**src/rtl/addsub_pg_pipe_if.sv**
```systemverilog
// rtl/addsub_pg_pipe_if.sv - operand/result handshake bundle for addsub_pg_pipe
`timescale 1ns/1ps
interface addsub_pg_pipe_if #(
  parameter int WIDTH = 16
);
  logic             in_valid;
  logic             in_ready;
  logic [WIDTH-1:0] A;
  logic [WIDTH-1:0] B;
  logic             Sub;
  logic             out_valid;
  logic             out_ready;
  logic [WIDTH-1:0] S;
  logic             C_OUT;
  logic             OVF;
  logic             ZERO;

  modport master (
    output in_valid, A, B, Sub, out_ready,
    input  in_ready, out_valid, S, C_OUT, OVF, ZERO
  );

  modport slave (
    input  in_valid, A, B, Sub, out_ready,
    output in_ready, out_valid, S, C_OUT, OVF, ZERO
  );
endinterface

```
**src/rtl/addsub_pg_pipe.sv**
```systemverilog
// rtl/addsub_pg_pipe.sv - three-stage pipelined adder/subtractor (PG, Kogge-Stone carry, sum)
`timescale 1ns/1ps
module addsub_pg_pipe #(
  parameter int WIDTH = 16
) (
  input  logic            CLK,
  input  logic            RST,
  addsub_pg_pipe_if.slave io
);
  localparam int LEVELS = $clog2(WIDTH);

  logic take1, take2, take3;
  logic [WIDTH-1:0] bb;
  logic [WIDTH-1:0] s_sum;

  logic             v1_q, v1_d;
  logic [WIDTH-1:0] p1_q, p1_d;
  logic [WIDTH-1:0] g1_q, g1_d;
  logic             c0_1_q, c0_1_d;

  logic             v2_q, v2_d;
  logic [WIDTH-1:0] p2_q, p2_d;
  logic [WIDTH:1]   c2_q, c2_d;
  logic             c0_2_q, c0_2_d;

  logic             v3_q, v3_d;
  logic [WIDTH-1:0] s_q, s_d;
  logic             c_out_q, c_out_d;
  logic             ovf_q, ovf_d;
  logic             zero_q, zero_d;

  logic [WIDTH-1:0] gk [0:LEVELS];
  logic [WIDTH-1:0] pk [0:LEVELS-1];

  // A stage can take new content when empty or when its own content leaves this cycle.
  assign take3 = ~v3_q | io.out_ready;
  assign take2 = ~v2_q | take3;
  assign take1 = ~v1_q | take2;

  assign bb = io.B ^ {WIDTH{io.Sub}};

  // Carry-in folded into bit 0 so the prefix result at bit i is the carry into bit i+1.
  assign gk[0] = {g1_q[WIDTH-1:1], g1_q[0] | (p1_q[0] & c0_1_q)};
  assign pk[0] = p1_q;

  for (genvar l = 0; l < LEVELS; l++) begin : g_ks
    localparam int D = 1 << l;
    assign gk[l+1] = gk[l] | (pk[l] & (gk[l] << D));
    if (l < LEVELS - 1) begin : g_p
      assign pk[l+1] = pk[l] & ~(~pk[l] << D);
    end
  end

  assign s_sum = p2_q ^ {c2_q[WIDTH-1:1], c0_2_q};

  always_comb begin
    v1_d    = v1_q;
    p1_d    = p1_q;
    g1_d    = g1_q;
    c0_1_d  = c0_1_q;
    v2_d    = v2_q;
    p2_d    = p2_q;
    c2_d    = c2_q;
    c0_2_d  = c0_2_q;
    v3_d    = v3_q;
    s_d     = s_q;
    c_out_d = c_out_q;
    ovf_d   = ovf_q;
    zero_d  = zero_q;

    if (take1) begin
      v1_d = io.in_valid;
      if (io.in_valid) begin
        p1_d   = io.A ^ bb;
        g1_d   = io.A & bb;
        c0_1_d = io.Sub;
      end
    end

    if (take2) begin
      v2_d = v1_q;
      if (v1_q) begin
        p2_d   = p1_q;
        c2_d   = gk[LEVELS];
        c0_2_d = c0_1_q;
      end
    end

    if (take3) begin
      v3_d = v2_q;
      if (v2_q) begin
        s_d     = s_sum;
        c_out_d = c2_q[WIDTH];
        ovf_d   = c2_q[WIDTH] ^ c2_q[WIDTH-1];
        zero_d  = ~|s_sum;
      end
    end
  end

  always_ff @(posedge CLK or posedge RST) begin
    if (RST) begin
      v1_q    <= 1'b0;
      p1_q    <= '0;
      g1_q    <= '0;
      c0_1_q  <= 1'b0;
      v2_q    <= 1'b0;
      p2_q    <= '0;
      c2_q    <= '0;
      c0_2_q  <= 1'b0;
      v3_q    <= 1'b0;
      s_q     <= '0;
      c_out_q <= 1'b0;
      ovf_q   <= 1'b0;
      zero_q  <= 1'b0;
    end else begin
      v1_q    <= v1_d;
      p1_q    <= p1_d;
      g1_q    <= g1_d;
      c0_1_q  <= c0_1_d;
      v2_q    <= v2_d;
      p2_q    <= p2_d;
      c2_q    <= c2_d;
      c0_2_q  <= c0_2_d;
      v3_q    <= v3_d;
      s_q     <= s_d;
      c_out_q <= c_out_d;
      ovf_q   <= ovf_d;
      zero_q  <= zero_d;
    end
  end

  assign io.in_ready  = take1;
  assign io.out_valid = v3_q;
  assign io.S         = s_q;
  assign io.C_OUT     = c_out_q;
  assign io.OVF       = ovf_q;
  assign io.ZERO      = zero_q;
endmodule

```
**src/flat_wrapper.sv**
```systemverilog
// flat-port wrapper written by rule: the top's interface ports become plain ports
module addsub_pg_pipe_flat 
#(
  parameter int WIDTH = 16
)
  (CLK, RST, io_in_valid, io_A, io_B, io_Sub, io_out_ready, io_in_ready, io_out_valid, io_S, io_C_OUT, io_OVF, io_ZERO);
  addsub_pg_pipe_if #(.WIDTH(WIDTH)) io_i ();
  input  logic CLK;
  input  logic RST;
  input wire logic [$bits(io_i.in_valid)-1:0] io_in_valid;
  input wire logic [$bits(io_i.A)-1:0] io_A;
  input wire logic [$bits(io_i.B)-1:0] io_B;
  input wire logic [$bits(io_i.Sub)-1:0] io_Sub;
  input wire logic [$bits(io_i.out_ready)-1:0] io_out_ready;
  output wire logic [$bits(io_i.in_ready)-1:0] io_in_ready;
  output wire logic [$bits(io_i.out_valid)-1:0] io_out_valid;
  output wire logic [$bits(io_i.S)-1:0] io_S;
  output wire logic [$bits(io_i.C_OUT)-1:0] io_C_OUT;
  output wire logic [$bits(io_i.OVF)-1:0] io_OVF;
  output wire logic [$bits(io_i.ZERO)-1:0] io_ZERO;
  assign io_i.in_valid = io_in_valid;
  assign io_i.A = io_A;
  assign io_i.B = io_B;
  assign io_i.Sub = io_Sub;
  assign io_i.out_ready = io_out_ready;
  assign io_in_ready = io_i.in_ready;
  assign io_out_valid = io_i.out_valid;
  assign io_S = io_i.S;
  assign io_C_OUT = io_i.C_OUT;
  assign io_OVF = io_i.OVF;
  assign io_ZERO = io_i.ZERO;
  addsub_pg_pipe #(.WIDTH(WIDTH)) u_core (.CLK(CLK), .RST(RST), .io(io_i));
endmodule
```
**config.mk**
```make
export PLATFORM = sky130hd
export DESIGN_NAME = addsub_pg_pipe_flat
export DESIGN_NICKNAME = d
export VERILOG_FILES = /design/src/rtl/addsub_pg_pipe_if.sv /design/src/rtl/addsub_pg_pipe.sv /design/src/flat_wrapper.sv
export SDC_FILE = /design/constraint.sdc
export NUM_CORES = 1
export LEC_CHECK = 0
export CORE_MARGIN = 8
export CORE_UTILIZATION = 45
export DETAILED_ROUTE_END_ITERATION = 12
export GPL_ROUTABILITY_DRIVEN = 0
export HOLD_SLACK_MARGIN = 0.15
export PLACE_DENSITY = 0.71
export SYNTH_ARGS = -nofsm -noshare
export SYNTH_HDL_FRONTEND = slang
export SYNTH_SLANG_ARGS = --single-unit
export TNS_END_PERCENT = 1
```
**constraint.sdc**
```tcl
create_clock -name CLK -period 5.7 [get_ports CLK]
set_input_delay 1.425 -clock CLK [delete_from_list [all_inputs] [get_ports CLK]]
set_output_delay 1.425 -clock CLK [all_outputs]
set_load 0.005 [all_outputs]
```
==> summary.md <==
| Metric | Value |
|---|---|
| Yosys cell types | `46` |
| Mapped Cells | `~380` |
| Worst EP arrival | `2.58 ns` |
| Max IR drop VDD | `128 µV` |
| Total Wirelength | `8010 µm` |
| Slew headroom | `20.7%` |
| Cts bufs inserted | `9` |
| Switching share of power | `32.4%` |
| GR Util met3 | `2.90%` |
| Initial antenna violation count | `0` |
| Final worst path period need | `4.00 ns` |
| Area grow syn2layout | `19.6%` |
| PwrDens | `390 nW/µm²` |
| Reg clk slew, reported paths | `0.08 ns` |
| Final worst path period share | `70.2%` |
| Total GRT Usage | `a little over an eighth` |
| Routed Antenna Nets | `0` |
| Chip height | `113 µm` |
| Mean Syn Cell Area | `11.1 µm²` |
| NetSw | `around 0.64 mW` |
| Total grt overflow | `0` |
| H-tree Lvls | `3` |
| Skew final | `0.00921 ns` |
| Syn nets | `432` |
| Slew Limit Fails | `0` |
| CP max FO | `3` |
| Final setup TNS | `0 ns` |
| CP Launch Type | `input port` |
| Wire per inst | `14.6 µm` |
| GR peak layer | `met2` |
| Ant diodes | `0` |
| Fillers | `832` |
| Post-synth EDFFs | `0` |
| Die area | `~13,000 µm²` |
| Core area | `9150 µm²` |
| Hold buffer count at cts | `0` |
| Post-synth ARST share | `100%` |
| IO Port Bufs | `57` |
| Worst Setup SP | `io_out_ready` |
| Crit path required time | `4.28 ns` |
| Starting DRC count in detailed routing | `160` |
| Worst slew pin tran | `1.19 ns` |
| Clock Path Buffers | `2` |
| Sequential fraction of the synthesis area | `52.4%` |
| Area leader, netlist | `dfrtp_1` |
| RSZ-0062 raised after global routing | `false` |
| Clk network pwr share | `a little under a fifth` |
| Final count of negative-setup-slack endpoints | `0` |
| Max Fclk | `0.250 GHz` |
| Placed cell count | `535` |
| Finished Layout Cells | `550` |
| Endpoints failing hold | `0` |
| # Max-Cap Violations | `0` |
| Post-layout util | `54.9%` |
| Initial DRT Pass Iterations | `4` |
| I/O pins | `58` |
| Vias in the first global route | `3,006` |
| DR vias/cell | `between 5 and 6` |
| Post-CTS Setup Inserts | `0` |
| Proportion of layout cells with a drive suffix above 1 | `16.2%` |
| First-pass GRT wire length | `13,900 µm` |
| Critical path class | `input port to primary output` |
| Clock sinks | `88` |
| P_leak | `2.24 nW` |
| CTS Root Cell | `clkbuf_8` |
| Reg2reg start | `u_core.io.out_valid` |
| Die W | `113 µm` |
| Maximum number of pins on one net before global-route repair | `50` |
| Predominant post-synthesis flop cell | `dfrtp_1` |
| Int Pwr | `1.33 mW` |
| Power, Total | `1.96 mW` |
| Fin nets | `488` |
| Clk_lat worst skew | `0.35 ns` |
| Hold path start | `u_core.io.OVF` |
| Routed vias | `2,873` |
| CP Capture Type | `primary output` |
| Synth top area share | `a little over half` |
| Synth Warn # | `0` |
| Synth Register Bits | `88` |
| DR DRC count | `0` |
| Status | `finished clean` |
| Comb power frac | `31.5%` |
| Grt met2 use | `20.6%` |
| Post-placement cell area | `4860 µm²` |
| Sequential share of power | `49.6%` |
| DP HPWL | `6120 µm` |
| TritonCTS clock tree | `yes` |
| Mapped Area | `4200 µm²` |
| Post-cts resize count | `0` |
| Finished Cell Area | `5030 µm²` |
| FP Rows | `35` |
| Min-delay worst type | `flop to flop` |
| Initial core utilization | `45.9%` |
| Largest cells by area after synthesis | `dfrtp_1 (52%), mux2_2 (12%), nand2_1 (7.2%)` |
| Grt met1 use | `~18%` |
path summary, 6_finish.rpt:
kind | to | slack [ns] | cells past startpoint
min in group asynchronous | u_core.io.C_OUT | 1.53 | 2
worst max-delay path | io_in_ready | 1.70 | 3
max in group asynchronous | u_core.c2_q[13] | 3.19 | 3
worst min-delay path | u_core.io.OVF | 0.48 | 2
worst min register to register | u_core.io.OVF | 0.48 | 2
worst max register to register | u_core.c2_q[16] | 3.44 | 5
state kept, by name, summed over array words and instances, names as in the netlist:
signal,cells
u_core.io.C_OUT,1
u_core.p2_q,16
u_core.c2_q,16
u_core.io.out_valid,1
u_core.io.OVF,1
u_core.p1_q,16
u_core.v1_q,1
u_core.c0_1_q,1
u_core.c0_2_q,1
u_core.v2_q,1
u_core.io.S,16
u_core.io.ZERO,1
u_core.g1_q,16
cells by family after synthesis:
logic type               after synthesis  share of synthesized area (%)
AO/OA/AOI/OAI                         62                           10.2
XOR/XNOR                              33                           6.88
adder cells (fa/ha/maj)               16                           4.76
buffers and inverters                 20                           2.20
flip-flops                            88                           52.4
multiplexers                          45                           12.0
AND/OR/NAND/NOR                      115                           11.6
cell type report:
type	instances	area [µm²]	share of cell area, %
clock buffer	12	145	2.89
tap	111	139	2.76
multi-input combinational	271	1910	38.0
timing repair buffer	60	593	11.8
sequential	88	2200	43.8
clock inverter	3	18.8	0.373
inverter	5	20.0	0.398
metal layers:
metal | part of all wire, % | up-vias
met5 | 0 | -
li1 | - | 1423
met3 | 4.2 | 14
met2 | 45 | 65
met4 | 2.2 | 0
met1 | 49 | 1371
per-stage QoR:
| stage | hold WS [ns] | setup WS, ns |
|---|---|---|
| after floorplan | 0.449 | 2.00 |
| after global placement | 0.464 | 1.70 |
| after detailed placement | 0.471 | 1.70 |
| after CTS | 0.490 | 1.69 |
| after global routing | 0.518 | 1.65 |
| final | 0.479 | 1.70 |
cell usage after synthesis (2+ instances only):
cell type	n
mux2i_1	2
a21oi_2	3
o31a_1	2
nor2_1	9
a21o_1	2
inv_1	5
ha_1	16
clkbuf_1	6
buf_2	5
a31oi_1	3
xnor2_1	9
buf_4	3
dfrtp_1	88
o211ai_1	2
a21oi_1	12
nand2b_1	4
nand3_1	3
nand4_1	6
o21ai_1	5
nor4_1	2
o21ai_0	17
o21a_1	2
mux2_2	43
nor3_1	5
nand2_1	81
xor2_1	24
layout by cell type, fill, tap and decap left out, types with 2 or more instances in the layout:
| cell | Yosys | final |
|---|---|---|
| clkbuf_1 | 6 | 2 |
| clkinv_2 | 0 | 3 |
| xnor2_1 | 9 | 9 |
| o211ai_1 | 2 | 2 |
| nand2_1 | 81 | 81 |
| o21a_1 | 2 | 2 |
| o31a_1 | 2 | 2 |
| nand2b_1 | 4 | 4 |
| o21ai_0 | 17 | 17 |
| a21oi_2 | 3 | 3 |
| mux2_2 | 43 | 43 |
| inv_1 | 5 | 4 |
| a31oi_1 | 3 | 3 |
| nor4_1 | 2 | 2 |
| nor2_1 | 9 | 9 |
| ha_1 | 16 | 16 |
| clkdlybuf4s50_1 | 0 | 57 |
| nand4_1 | 6 | 6 |
| mux2i_1 | 2 | 2 |
| o21ai_1 | 5 | 5 |
| a21o_1 | 2 | 2 |
| clkbuf_8 | 0 | 10 |
| dfrtp_1 | 88 | 88 |
| nand3_1 | 3 | 3 |
| a21oi_1 | 12 | 12 |
| nor3_1 | 5 | 5 |
| xor2_1 | 24 | 24 |
| buf_4 | 3 | 3 |
power by group through the flow:
stage | Sequential (mW) | Clock (mW) | Combinational (mW)
finish | 0.973 | 0.370 | 0.618
global route | 1.00 | 0.409 | 0.692
CTS | 0.972 | 0.381 | 0.630
detailed placement | 0.986 | 0 | 0.628
global placement | 0.976 | 0 | 0.612
floorplan | 0.948 | 0 | 0.378
critical path, stage by stage:
cell	delay [ns]
clkdlybuf4s50_1	0.47
nand4b_1	0.15
clkdlybuf4s50_1	0.52
Note: power is estimated with default switching activity, not from simulation.
